--- src/rtl/uart_tx_fifo.sv ---
// uart_tx_fifo: UART transmitter fed by a small circular FIFO. Frames are
// start bit, DATA_BITS data bits (LSB first), an optional parity bit and one
// or two stop bits. Queued words go out back-to-back on Sout.
module uart_tx_fifo #(
  parameter int CLK_FREQ   = 100_000_000,
  parameter int BAUD       = 19_200,
  parameter int DATA_BITS  = 8,
  parameter int PARITY     = 2,
  parameter int STOP_BITS  = 1,
  parameter int FIFO_DEPTH = 4
) (
  input  logic                 clk,
  input  logic                 Reset,
  input  logic [DATA_BITS-1:0] Din,
  input  logic                 Wr,
  output logic                 Full,
  output logic                 Empty,
  output logic                 Busy,
  output logic                 Done,
  output logic                 Overflow,
  output logic                 Sout
);

  localparam int BIT_CYCLES = (CLK_FREQ + BAUD / 2) / BAUD;
  localparam int TW = $clog2(BIT_CYCLES);
  localparam int AW = $clog2(FIFO_DEPTH);
  localparam int CW = AW + 1;
  localparam int BW = $clog2(DATA_BITS);

  localparam logic [TW-1:0] T_ZERO = TW'(0);
  localparam logic [TW-1:0] T_ONE  = TW'(1);
  localparam logic [TW-1:0] T_LAST = TW'(BIT_CYCLES - 1);
  localparam logic [TW-1:0] T_PRE  = TW'(BIT_CYCLES - 2);
  localparam logic [AW-1:0] A_ZERO = AW'(0);
  localparam logic [AW-1:0] A_ONE  = AW'(1);
  localparam logic [CW-1:0] C_ZERO = CW'(0);
  localparam logic [CW-1:0] C_ONE  = CW'(1);
  localparam logic [CW-1:0] C_FULL = CW'(FIFO_DEPTH);
  localparam logic [BW-1:0] B_ZERO = BW'(0);
  localparam logic [BW-1:0] B_ONE  = BW'(1);
  localparam logic [BW-1:0] B_LAST = BW'(DATA_BITS - 1);
  localparam logic          S_LAST = 1'(STOP_BITS - 1);

  typedef enum logic [2:0] {
    IDLE  = 3'd0,
    START = 3'd1,
    DATA  = 3'd2,
    PAR   = 3'd3,
    STOP  = 3'd4
  } state_t;

  // Parity bit of a latched word for the configured parity mode
  function automatic logic parity_of(input logic [DATA_BITS-1:0] word);
    if (PARITY == 1) begin
      return ^word;
    end else begin
      return ~^word;
    end
  endfunction

  logic [DATA_BITS-1:0] mem_r [FIFO_DEPTH];
  logic [AW-1:0]        wr_ptr_r, rd_ptr_r;
  logic [CW-1:0]        count_r, count_nxt_s;
  logic                 full_r, empty_r, ovf_r;
  logic                 wr_ok_s, pop_s, tick_s;
  logic [DATA_BITS-1:0] head_s;

  state_t               state_r;
  logic [TW-1:0]        timer_r;
  logic [BW-1:0]        bit_idx_r;
  logic                 stop_idx_r;
  logic [DATA_BITS-1:0] shift_r;
  logic                 par_r, sout_r, busy_r, done_r;

  assign head_s = mem_r[rd_ptr_r];

  // Decode write acceptance, pop requests and the next FIFO occupancy
  always_comb begin
    tick_s  = (timer_r == T_LAST);
    wr_ok_s = Wr & ~full_r;
    pop_s   = 1'b0;
    case (state_r)
      IDLE:    pop_s = ~empty_r;
      STOP:    pop_s = tick_s & (stop_idx_r == S_LAST) & ~empty_r;
      default: pop_s = 1'b0;
    endcase
    count_nxt_s = count_r;
    case ({wr_ok_s, pop_s})
      2'b10:   count_nxt_s = count_r + C_ONE;
      2'b01:   count_nxt_s = count_r - C_ONE;
      default: count_nxt_s = count_r;
    endcase
  end

  // FIFO storage; flushing is done through the pointers, not the array
  always_ff @(posedge clk) begin
    if (wr_ok_s && !Reset) begin
      mem_r[wr_ptr_r] <= Din;
    end
  end

  // FIFO pointers, occupancy, flags and sticky overflow
  always_ff @(posedge clk) begin
    if (Reset) begin
      wr_ptr_r <= A_ZERO;
      rd_ptr_r <= A_ZERO;
      count_r  <= C_ZERO;
      full_r   <= 1'b0;
      empty_r  <= 1'b1;
      ovf_r    <= 1'b0;
    end else begin
      if (wr_ok_s) begin
        wr_ptr_r <= wr_ptr_r + A_ONE;
      end
      if (pop_s) begin
        rd_ptr_r <= rd_ptr_r + A_ONE;
      end
      count_r <= count_nxt_s;
      full_r  <= (count_nxt_s == C_FULL);
      empty_r <= (count_nxt_s == C_ZERO);
      if (Wr && full_r) begin
        ovf_r <= 1'b1;
      end
    end
  end

  // Frame sequencer with baud timer and registered line/status outputs
  always_ff @(posedge clk) begin
    if (Reset) begin
      state_r    <= IDLE;
      timer_r    <= T_ZERO;
      bit_idx_r  <= B_ZERO;
      stop_idx_r <= 1'b0;
      shift_r    <= {DATA_BITS{1'b0}};
      par_r      <= 1'b0;
      sout_r     <= 1'b1;
      busy_r     <= 1'b0;
      done_r     <= 1'b0;
    end else begin
      done_r <= 1'b0;
      if (state_r != IDLE) begin
        timer_r <= tick_s ? T_ZERO : timer_r + T_ONE;
      end
      case (state_r)
        IDLE: begin
          sout_r <= 1'b1;
          busy_r <= 1'b0;
          if (pop_s) begin
            shift_r <= head_s;
            par_r   <= parity_of(head_s);
            timer_r <= T_ZERO;
            state_r <= START;
            sout_r  <= 1'b0;
            busy_r  <= 1'b1;
          end
        end
        START: begin
          if (tick_s) begin
            state_r   <= DATA;
            bit_idx_r <= B_ZERO;
            sout_r    <= shift_r[0];
          end
        end
        DATA: begin
          if (tick_s) begin
            if (bit_idx_r == B_LAST) begin
              if (PARITY != 0) begin
                state_r <= PAR;
                sout_r  <= par_r;
              end else begin
                state_r    <= STOP;
                stop_idx_r <= 1'b0;
                sout_r     <= 1'b1;
              end
            end else begin
              bit_idx_r <= bit_idx_r + B_ONE;
              shift_r   <= {1'b0, shift_r[DATA_BITS-1:1]};
              sout_r    <= shift_r[1];
            end
          end
        end
        PAR: begin
          if (tick_s) begin
            state_r    <= STOP;
            stop_idx_r <= 1'b0;
            sout_r     <= 1'b1;
          end
        end
        STOP: begin
          if ((timer_r == T_PRE) && (stop_idx_r == S_LAST)) begin
            done_r <= 1'b1;
          end
          if (tick_s) begin
            if (stop_idx_r != S_LAST) begin
              stop_idx_r <= stop_idx_r + 1'b1;
            end else if (pop_s) begin
              shift_r <= head_s;
              par_r   <= parity_of(head_s);
              state_r <= START;
              sout_r  <= 1'b0;
            end else begin
              state_r <= IDLE;
              busy_r  <= 1'b0;
              sout_r  <= 1'b1;
            end
          end
        end
        default: begin
          state_r <= IDLE;
          sout_r  <= 1'b1;
          busy_r  <= 1'b0;
        end
      endcase
    end
  end

  assign Full     = full_r;
  assign Empty    = empty_r;
  assign Overflow = ovf_r;
  assign Busy     = busy_r;
  assign Done     = done_r;
  assign Sout     = sout_r;

endmodule
--- config.mk ---
export PLATFORM = sky130hd
export DESIGN_NAME = uart_tx_fifo
export DESIGN_NICKNAME = d
export VERILOG_FILES = /design/src/rtl/uart_tx_fifo.sv
export SDC_FILE = /design/constraint.sdc
export NUM_CORES = 1
export LEC_CHECK = 0
export ABC_AREA = 1
export ABC_CLOCK_PERIOD_IN_PS = 3150
export BUFFER_PORTS_ARGS = -buffer_cell sky130_fd_sc_hd__buf_2
export CORE_MARGIN = 2
export CORE_UTILIZATION = 55
export CTS_CLUSTER_DIAMETER = 100
export DETAILED_ROUTE_END_ITERATION = 10
export PLACE_DENSITY = 0.72
export SLEW_MARGIN = 20
export SYNTH_ARGS = -nofsm -noshare
export SYNTH_HDL_FRONTEND = slang
export SYNTH_SLANG_ARGS = --single-unit
--- constraint.sdc ---
create_clock -name clk -period 3.15 [get_ports clk]
set_clock_uncertainty 0.15 [all_clocks]
set_input_delay 0.315 -clock clk [delete_from_list [all_inputs] [get_ports clk]]
set_output_delay 0.315 -clock clk [all_outputs]
set_load 0.02 [all_outputs]
==> impl_metrics.json <==
{
  "syn_inst": 493,
  "final_core_util_pct": 61.0,
  "combinationalPowerShare_pct": 41.0,
  "whs_ns": 0.0316,
  "yosys_warnings": 0,
  "tightest_slew_ns": 0.802,
  "grt_pass1_wl_um": 12200,
  "worstPathRequired_ns": 3.27,
  "cts_tree": "yes",
  "slowest_stage": "fa_1",
  "clk_latency_ns": 0.34,
  "drc": 0,
  "hold_viol": 0,
  "die_h_um": 87.6,
  "cp_max_fo": 9,
  "fillerInstances": 593,
  "clkPwrFrac_pct": 21.5,
  "cts-resized-gates": 0,
  "start_util_pct": 56.6,
  "final_cells": 609,
  "min_path_type": "primary input to register",
  "internal_power_mw": 1.95,
  "crit_path_cell_trace": "ha_1 > nand2_1 > nor2_2 > nand2_4 > nand2_1 > nand2_2 > inv_1 > ha_1 > fa_1 > a21oi_1 > o21ai_0 > xnor2_1 > nand2_1 > nor2_1",
  "max_freq_mhz": 384,
  "core_sq_um": 6790,
  "drive_gt1_share_pct": 11.3,
  "diodes": 0,
  "clk_pin_slew_ns": 0.08,
  "ctsHoldBuffers": 0,
  "firstDrtPassIters": 4,
  "finalCriticalPeriod_ns": 2.61,
  "cts.htree.levels": 3,
  "syn-num-nets": 514,
  "timing.final.crit_share_pct": 82.7,
  "io_pins": 17,
  "power_frac_seq_pct": 37.5,
  "timing.rr.start": "timer_r[1]$_SDFF_PP0_",
  "cellPowerDensity_nw_per_um2": 803,
  "cts-root-buf": "clkbuf_8",
  "cts_setup_buffers": 0,
  "ys_seq_area_share_pct": 47.4,
  "yosys_most_used_dff": "dfxtp_1",
  "wl_per_cell_um": 12.1,
  "worst-path-buf-inv": 1,
  "multi_input_area_sq_um": 1720,
  "fin_setup_tns_ns": 0,
  "critPathTopFamily": "adder cells",
  "finalSetupViolCount": 0,
  "status": "finished clean",
  "row_count": 30,
  "swShare_pct": 41.3,
  "ir_drop_v": 0.000409,
  "grt_util_all_layers_pct": 20.5,
  "synthesis.area_sq_um": 3840,
  "drtAntennaViolNets": 0,
  "synth_seq_cells": 75,
  "critPathLaunchType": "register",
  "vias": 3099,
  "gp_congestion": 0.896,
  "yosys.area.top_type": "edfxtp_1",
  "p_leak_nw": 1.91,
  "synth_area_per_cell_sq_um": 7.79,
  "port_buffers": 16,
  "place_inst": 593,
  "cts_made_buffers": 9,
  "grt_antenna_before_repair": 0,
  "synth_common_cells": "nand2_1, inv_1, dfxtp_1, nand3_1, nor2_1",
  "cpMostUsedCell": "nand2_1",
  "clockBufferDepth": 2,
  "grt_max_degree": 25,
  "max_stage_delay_ns": 0.41,
  "grt_overflow": 0,
  "p_switching_mw": 1.37,
  "synth.most_common_cell": "nand2_1",
  "areaGrowthSynthToFinish_pct": 7.88,
  "nets": 529,
  "slew_violations": 0,
  "synth_top_area_share_pct": 25.0,
  "viasPerCell": 5.09,
  "worstHoldStart": "Din[2]",
  "relSlewSlack_pct": 46.4,
  "grt_pass1_vias": 2694,
  "synthTopCellsByArea": "edfxtp_1, dfxtp_1, nand2_1",
  "cp.arrival_ns": 2.73,
  "total_power_mw": 3.33,
  "die_w_um": 87.6,
  "drt_iter0_drc": 176,
  "crit_path_end_kind": "register",
  "criticalPathCategory": "register to register",
  "yosysUniqueCellTypes": 43,
  "rsz0062_at_grt": "false",
  "synth_edf_count": 32,
  "synthArstFlopShare_pct": 0,
  "crit_start": "timer_r[1]$_SDFF_PP0_",
  "seqCellArea_sq_um": 1820,
  "numClockSinks": 75,
  "dieArea_sq_um": 7670,
  "maxCapViolCount": 0,
  "wl_um": 7350,
  "hpwl_um": 5190
}
flip-flops by register name, summed over array words and instances (netlist names), named ones only:
name       count
Busy           1
Overflow       1
count_r        3
mem_r         32
shift_r        8
rd_ptr_r       2
bit_idx_r      3
wr_ptr_r       2
Done           1
state_r        3
Full           1
timer_r       13
Sout           1
Empty          1
par_r          1
metrics by stage:
stage               instance area, sq um  setup slack (ns)
detailed placement                  3950             0.625
floorplan                           3840             0.908
global route                        4150             0.277
global placement                    3950             0.785
finish                              4150             0.543
CTS                                 4150             0.535
placed cells by master (no fill, tap or decap), types with 3 or more instances in the layout:
master / count
ha_1: 9
nor2_1: 37
a21oi_2: 6
dfxtp_1: 43
nand2_1: 175
inv_1: 46
clkbuf_8: 9
buf_4: 3
o21ai_0: 25
xor2_1: 3
edfxtp_1: 32
inv_2: 3
nand4_1: 3
buf_2: 16
nand3_1: 40
a21oi_1: 23
nand2_2: 4
cell type report:
cell class                 instances  share of cell area (%)
sequential                        75                    43.9
multi-input combinational        353                    41.5
inverter                          50                    4.59
clock buffer                       9                    2.99
tap                               96                    2.90
timing repair buffer              19                    2.48
clock inverter                     7                    1.63
path summary, 6_finish.rpt:
check | end | slack, ns | depth (start not counted)
max reg2reg | Full$_SDFF_PP0_ | 0.54 | 14
min reg2reg | register | 0.29 | 1
min | mem_r[2][2]$_DFFE_PP_ | 0.03 | 1
max | Full$_SDFF_PP0_ | 0.54 | 14
cell families after synthesis:
| family | Yosys count | synth area share (%) |
|---|---|---|
| and+or+nand+nor | 271 | 29.9 |
| DFF | 75 | 47.4 |
| AOI/OAI and AO/OA | 67 | 10.2 |
| buffers and inverters | 65 | 7.85 |
| adders and majority gates | 10 | 3.45 |
| xor gates and xnor gates | 4 | 0.912 |
| muxes | 1 | 0.261 |
worst reg2reg max path: cells and delay by family, from the launching register on:
| kind | cells | cell delay, ns |
|---|---|---|
| adder cells (fa/ha/maj) | 3 | 0.86 |
| AND/OR/NAND/NOR | 7 | 0.62 |
| flip-flops | 1 | 0.34 |
| AO/OA/AOI/OAI | 2 | 0.27 |
| XOR/XNOR | 1 | 0.21 |
| buffers and inverters | 1 | 0.10 |
power by group through the flow:
stage | clock (mW) | combinational (mW) | sequential, mW
global route | 0.773 | 1.55 | 1.26
floorplan | 0 | 1.16 | 1.26
CTS | 0.728 | 1.36 | 1.25
detailed placement | 0 | 1.35 | 1.27
finish | 0.717 | 1.36 | 1.25
global placement | 0 | 1.32 | 1.27
metal layers:
metal	wire, um	up-vias	track usage, %
li1	-	1630	-
met1	3570	1397	28.9
met2	3360	64	30.9
met3	324	8	4.62
met4	86	0	7.83
met5	0	-	0
Note: power is estimated with default switching activity, not from simulation.
